**config.mk**
```make
export PLATFORM = sky130hd
export DESIGN_NAME = four_bit_divider_flat
export DESIGN_NICKNAME = d
export VERILOG_FILES = /design/src/rtl/four_bit_divider_if.sv /design/src/rtl/four_bit_divider.sv /design/src/flat_wrapper.sv
export SDC_FILE = /design/constraint.sdc
export NUM_CORES = 1
export LEC_CHECK = 0
export ABC_AREA = 1
export ABC_CLOCK_PERIOD_IN_PS = 2450
export CAP_MARGIN = 20
export CORE_ASPECT_RATIO = 0.9
export CORE_MARGIN = 5
export CORE_UTILIZATION = 55
export DETAILED_ROUTE_END_ITERATION = 10
export GPL_ROUTABILITY_DRIVEN = 0
export PLACE_DENSITY = 0.93
export SYNTH_ARGS = -nofsm -noshare
export SYNTH_HDL_FRONTEND = slang
export SYNTH_SLANG_ARGS = --single-unit
```
**constraint.sdc**
```tcl
create_clock -name clk -period 2.45 [get_ports clk]
set_clock_uncertainty 0.2 [all_clocks]
set_input_delay 0.49 -clock clk [delete_from_list [all_inputs] [get_ports clk]]
set_output_delay 0.49 -clock clk [all_outputs]
set_load 0.01 [all_outputs]
```
**src/rtl/four_bit_divider_if.sv**
```systemverilog
// Handshake/data bundle for four_bit_divider.
// DivZero exists only when DIV_ZERO_CHECK_EN is defined.
interface four_bit_divider_if;
   logic       start;
   logic [3:0] A;
   logic [3:0] B;
   logic [3:0] Quot;
   logic [3:0] Rem;
   logic       busy;
   logic       done;
`ifdef DIV_ZERO_CHECK_EN
   logic       DivZero;
`endif

   modport master (
      output start, A, B,
      input  Quot, Rem, busy, done
`ifdef DIV_ZERO_CHECK_EN
      , input DivZero
`endif
   );

   modport slave (
      input  start, A, B,
      output Quot, Rem, busy, done
`ifdef DIV_ZERO_CHECK_EN
      , output DivZero
`endif
   );
endinterface

```
**src/rtl/four_bit_divider.sv**
```systemverilog
// Restoring 4-bit unsigned divider, one quotient bit per clock, MSB first.
// Optional divide-by-zero short cut and DivZero flag: define DIV_ZERO_CHECK_EN.
module four_bit_divider (
   input  logic                 clk,
   input  logic                 rst_n,
   four_bit_divider_if.slave    bus
);
   typedef enum logic [1:0] {
      IDLE = 2'd0,
      CALC = 2'd1,
      DONE = 2'd2
   } state_t;

   state_t     state_q, state_d;
   // Upper nibble: restored partial remainder; lower nibble: dividend bits
   // shifting out at the top while quotient bits shift in at the bottom.
   logic [7:0] acc_q, acc_d;
   logic [3:0] b_q, b_d;
   logic [1:0] cnt_q, cnt_d;
   logic [3:0] quot_q, quot_d;
   logic [3:0] rem_q, rem_d;
   logic       busy_q, busy_d;
   logic       done_q, done_d;
`ifdef DIV_ZERO_CHECK_EN
   logic       div_zero_q, div_zero_d;
`endif

   logic [4:0] part;
   logic       borrow;
   logic [3:0] diff;
   logic [3:0] rem_next;

   // 5-bit partial remainder; its borrow against B decides the restore.
   always_comb begin
      part     = acc_q[7:3];
      borrow   = (part < {1'b0, b_q});
      diff     = part[3:0] - b_q;
      rem_next = borrow ? part[3:0] : diff;
   end

   always_comb begin
      state_d    = state_q;
      acc_d      = acc_q;
      b_d        = b_q;
      cnt_d      = cnt_q;
      quot_d     = quot_q;
      rem_d      = rem_q;
      busy_d     = busy_q;
      done_d     = 1'b0;
`ifdef DIV_ZERO_CHECK_EN
      div_zero_d = div_zero_q;
`endif
      case (state_q)
         IDLE: begin
            if (bus.start) begin
               state_d    = CALC;
               acc_d      = {4'd0, bus.A};
               b_d        = bus.B;
               cnt_d      = 2'd0;
               busy_d     = 1'b1;
`ifdef DIV_ZERO_CHECK_EN
               div_zero_d = 1'b0;
`endif
            end
         end
         CALC: begin
`ifdef DIV_ZERO_CHECK_EN
            if (b_q == 4'd0) begin
               state_d    = DONE;
               quot_d     = 4'hF;
               rem_d      = acc_q[3:0];
               busy_d     = 1'b0;
               done_d     = 1'b1;
               div_zero_d = 1'b1;
            end else begin
`endif
               acc_d = {rem_next, acc_q[2:0], ~borrow};
               cnt_d = cnt_q + 2'd1;
               if (cnt_q == 2'd3) begin
                  state_d = DONE;
                  quot_d  = {acc_q[2:0], ~borrow};
                  rem_d   = rem_next;
                  busy_d  = 1'b0;
                  done_d  = 1'b1;
               end
`ifdef DIV_ZERO_CHECK_EN
            end
`endif
         end
         DONE: begin
            state_d = IDLE;
         end
         default: begin
            state_d = IDLE;
         end
      endcase
   end

   always_ff @(posedge clk or negedge rst_n) begin
      if (!rst_n) begin
         state_q    <= IDLE;
         acc_q      <= 8'd0;
         b_q        <= 4'd0;
         cnt_q      <= 2'd0;
         quot_q     <= 4'd0;
         rem_q      <= 4'd0;
         busy_q     <= 1'b0;
         done_q     <= 1'b0;
`ifdef DIV_ZERO_CHECK_EN
         div_zero_q <= 1'b0;
`endif
      end else begin
         state_q    <= state_d;
         acc_q      <= acc_d;
         b_q        <= b_d;
         cnt_q      <= cnt_d;
         quot_q     <= quot_d;
         rem_q      <= rem_d;
         busy_q     <= busy_d;
         done_q     <= done_d;
`ifdef DIV_ZERO_CHECK_EN
         div_zero_q <= div_zero_d;
`endif
      end
   end

   assign bus.Quot    = quot_q;
   assign bus.Rem     = rem_q;
   assign bus.busy    = busy_q;
   assign bus.done    = done_q;
`ifdef DIV_ZERO_CHECK_EN
   assign bus.DivZero = div_zero_q;
`endif
endmodule

```
**src/flat_wrapper.sv**
```systemverilog
// flat-port wrapper written by rule: the top's interface ports become plain ports
module four_bit_divider_flat 
  (clk, rst_n, bus_start, bus_A, bus_B, bus_Quot, bus_Rem, bus_busy, bus_done);
  four_bit_divider_if bus_i ();
  input  logic clk;
  input  logic rst_n;
  input wire logic [$bits(bus_i.start)-1:0] bus_start;
  input wire logic [$bits(bus_i.A)-1:0] bus_A;
  input wire logic [$bits(bus_i.B)-1:0] bus_B;
  output wire logic [$bits(bus_i.Quot)-1:0] bus_Quot;
  output wire logic [$bits(bus_i.Rem)-1:0] bus_Rem;
  output wire logic [$bits(bus_i.busy)-1:0] bus_busy;
  output wire logic [$bits(bus_i.done)-1:0] bus_done;
  assign bus_i.start = bus_start;
  assign bus_i.A = bus_A;
  assign bus_i.B = bus_B;
  assign bus_Quot = bus_i.Quot;
  assign bus_Rem = bus_i.Rem;
  assign bus_busy = bus_i.busy;
  assign bus_done = bus_i.done;
  four_bit_divider u_core (.clk(clk), .rst_n(rst_n), .bus(bus_i));
endmodule
```
# Word-level counts from Yosys, hierarchy flattened
# Cells that the tools add are included.
# totals
wordCells,36
output_inout_bits,10
ff_bits,26
inputBits,11
# classes
n_reduce_logical,7
n_mux,13
magnitude_cmp,1
bitwise_logic,1
addsub,2
eq_ne,4
# ops
cell,n
$pmux W8 S2,1
$mux W8,1
$pmux W2 S2,2
$reduce_and A2 Y1,4
$mux W2,3
$lt A5 B4 Y1,1
$mux W1,4
$mux W4,1
$sub A4 B4 Y4,1
$reduce_and A3 Y1,1
$add A2 B1 Y2 const B,1
$eq A2 B1 Y1 const B,1
$eq A2 B2 Y1 const B,1
$logic_not A2 Y1,1
$ne A2 B1 Y1 const B,1
$ne A2 B2 Y1 const B,1
$pmux W1 S2,1
$reduce_bool A2 Y1,1
$not A1 Y1,1

# Logic depth before layout (Yosys ltp)
# depth
depth_word,3
ltp_mapped,10
depth_no_buf,10

# Least setup slack after synthesis
# No wires, ideal clock.
# synth_path
path_kind,reg-to-reg
from,reg u_core.acc_q[3]
to,"reg u_core.rem_q[2], in the netlist u_core.bus.Rem[2]"
synth_period_minus_slack_ns,1.624
required_time_ns,2.134
arrival_ns,1.308
slack_ns,0.826
setup_time_ns,0.116
path_stages_with_launch,10
cell_sequence,dfrtp_1 -> inv_1 -> ha_1 -> inv_1 -> fa_1 -> xor2_1 -> nand2_1 -> nand2_1 -> nand2_1 -> nand2_1
# synth_between
elab_chain_len,2
word_cells_on_any_way,3
# synth_lines
item,line,source
"start, declared",four_bit_divider.sv:17,"logic [7:0] acc_q, acc_d;"
"start signal, assigned",four_bit_divider.sv:102,acc_q <= 8'd0;
"start signal, assigned",four_bit_divider.sv:114,acc_q <= acc_d;
$sub A4 B4 Y4 or $lt A5 B4 Y1 (tied branches),"four_bit_divider.sv:37, four_bit_divider.sv:36",
$mux W4 (*),four_bit_divider.sv:38,rem_next = borrow ? part[3:0] : diff;
"end signal, assigned",four_bit_divider.sv:118,rem_q <= rem_d;
"end, declared",four_bit_divider.sv:21,"logic [3:0] rem_q, rem_d;"
# Every way passes the cells marked *; elsewhere a longest branch is shown, timed or not.
# A chain may end at the register's enable or synchronous reset.

# Worst setup path after layout
# layout_path
from,"reg u_core.rem_q[3], in the netlist u_core.bus.Rem[3]"
to,out bus_Rem[3]
# layout_rtl
item,line,source
"end, declared",flat_wrapper.sv:11,output wire logic [$bits(bus_i.Rem)-1:0] bus_Rem;
# No word-level cell between the ends.

==> flow_metrics.tcl <==
set metrics [dict create \
    fmax_mhz 524 \
    syn-num-nets 155 \
    syn_area_sq_um 1290 \
    routed_wl_mm 2.65 \
    slowest_stage "clkdlybuf4s50_1" \
    postRouteAntennaNets 0 \
    drt_iter0_drc 56 \
    clkSinkCount 26 \
    clk_pin_slew_ns 0.12 \
    vias_per_cell 5.38 \
    n_antenna_cell 0 \
    grt_pass1_wl_mm 4.54 \
    synth_edf_count 0 \
    nets 179 \
    required_ns 1.76 \
    area_growth_pct 18.7 \
    ff2ff_setup_slack_ns 0.61 \
    yosysTopAreaCell "dfrtp_1" \
    cts-resized-gates 0 \
    crit_arrival_ns 1.22 \
    cts_htree_levels 1 \
    yosysTopAreaCellShare_pct 50.3 \
    fp.dieArea_sq_um 3420 \
    route.detailed.drc 0 \
    clk_path_buf_depth 2 \
    die_h_um 56.0 \
    numCtsBuffers 3 \
    layout-drive-gt1-share_pct 12.5 \
    ys_warn_count 0 \
    grt_max_degree 27 \
    synth_cell_types 26 \
    grt-ovfl-total 0 \
    grt_usage_pct 17.6 \
    design.core.area_sq_um 2220 \
    slew_viol_final 0 \
    p_total_mw 2.17 \
    clkLatencyLatePin_ns 0.31 \
    synthTopCellsByCount "nand2_1, dfrtp_1, inv_1" \
    n_fill_cell 163 \
    cts_tree "yes" \
    ys_seq_elements 26 \
    grt_pass1_vias 980 \
    dp.final_hpwl_mm 2.03 \
    cts-hold-fix-buffers 0 \
    fin_ws_ns 0.542 \
    io-pin-count 21 \
    path_max_fanout 2 \
    synth_area_per_cell_sq_um 9.37 \
    vdd_ir_drop_max_uv 1040 \
    cts_root_buf "clkbuf_4" \
    synth_most_common_cell "nand2_1" \
    outcome "complete, no violations" \
    antenna_found_initial 0 \
    pre_cts_ws_ns 0.612 \
    portBuffers 20 \
    setup_violations 0 \
    initial_core_util_pct 58.2 \
    layout_min_cycle_time_ns 1.91 \
    worstMarginPinSlew_ns 0.317 \
    timing.final.crit_share_pct 77.9 \
    hold_class "register to register" \
    worstSetupStartpointType "register" \
    worst_path_largest_cell_delay_ns 0.54 \
    fin_tns_setup_ns 0 \
    rsz0062_at_grt "no" \
    slew_headroom_pct 78.8 \
    die_w_um 61.1 \
    ys.flop_type "dfrtp_1" \
    cp_top_family "buffers and inverters" \
    ys_seq_area_share_pct 50.3 \
    path_buf_inv 1 \
    drt_pass1_iterations 5 \
    hold_violations 0 \
    via_count 1006 \
    cts_setup_buffers 0 \
    path_class "register to output pin" \
    synth_area_leaders "dfrtp_1, nand2_1, inv_1" \
    critPathCaptureType "output pin" \
    utilization_pct 69.1 \
    powerDensity_nw_per_um2 1410 \
    drv_cap 0 \
    netlist_instances 138 \
    worstPathCellList "clkdlybuf4s50_1" \
    async_flop_share_pct 100 \
    rows 16 \
    post_drt_wl_per_cell_um 14.2 \
    leakagePower_nw 0.783 \
]
## where the power goes
group | leakage [nW] | switching (mW) | internal, mW | total (mW)
logic | 0.452 | 0.748 | 0.499 | 1.25
clock network | 0.0138 | 0.110 | 0.0575 | 0.168
registers | 0.317 | 0.123 | 0.631 | 0.754
## metal layers
layer,routed length [um],global-route usage [%],part of all wire [%]
met1,1110,22.5,42
met2,1340,28.7,51
met3,150,4.41,5.7
met4,54,4.95,2.0
met5,0,0,0
## kinds of logic (layout without fill, tap and decap cells)
family / count (synthesis) / after routing / synth area share (%)
AND/OR/NAND/NOR: 64 / 64 / 24.4
flip-flops: 26 / 26 / 50.3
buffers and inverters: 22 / 44 / 7.74
AO/OA/AOI/OAI: 18 / 18 / 9.67
adder cells (fa/ha/maj): 6 / 6 / 6.38
XOR/XNOR: 1 / 1 / 0.677
multiplexers: 1 / 1 / 0.870
## placed cells by master, fill, tap and decap left out, types with 2 or more instances in the layout
cell	instances
o211ai_2	2
inv_2	2
inv_1	17
dfrtp_1	26
nor2_1	6
ha_1	5
o21ai_1	2
nand2_4	3
o21ai_0	4
a21oi_1	4
nand2_1	38
clkbuf_4	3
nand3_1	10
o21ai_2	3
clkdlybuf4s50_1	20
nand4_1	2
o211ai_1	2
## final cells by class
class | instances | area [sq um] | area share (%)
Multi-Input combinational cell | 90 | 543 | 35.4
Inverter | 20 | 77.6 | 5.05
Sequential cell | 26 | 651 | 42.4
Clock buffer | 3 | 22.5 | 1.47
Timing Repair Buffer | 21 | 208 | 13.5
Tap cell | 27 | 33.8 | 2.20
## worst register-to-register path, cell delays in order (launching register included)
cell	delay [ns]
dfrtp_1	0.44
ha_1	0.36
nand2_1	0.09
nand2_1	0.08
inv_1	0.08
nand2_1	0.05
nand2_1	0.10
nand3_1	0.14
o21ai_0	0.22
## worst paths after layout
check | endpoint | startpoint | cells past startpoint
worst max register to register | u_core.acc_q[7] | u_core.acc_q[5] | 8
worst min register to register | u_core.bus.Rem[1] | u_core.bus.Rem[1] | 2
worst max-delay path | bus_Rem[3] | u_core.bus.Rem[3] | 1
worst min-delay path | u_core.bus.Rem[1] | u_core.bus.Rem[1] | 2
max in group asynchronous | u_core.state_q[1] | rst_n | 2
min in group asynchronous | u_core.bus.Rem[0] | rst_n | 2
## registers in the layout (all words and copies together) (netlist names)
signal,flops
u_core.acc_q,8
u_core.b_q,4
u_core.bus.Quot,4
u_core.bus.Rem,4
u_core.bus.busy,1
u_core.bus.done,1
u_core.cnt_q,2
u_core.state_q,2
## stage by stage
stage,area (sq um),instances,hold WS [ns]
2_1_floorplan,1290,138,-0.00559
3_3_place_gp,1510,184,0.263
3_5_place_dp,1510,184,0.269
4_1_cts,1540,187,0.301
5_1_grt,1540,187,0.327
6_report,1540,187,0.293
No activity file was read; power rests on OpenSTA's default activity.
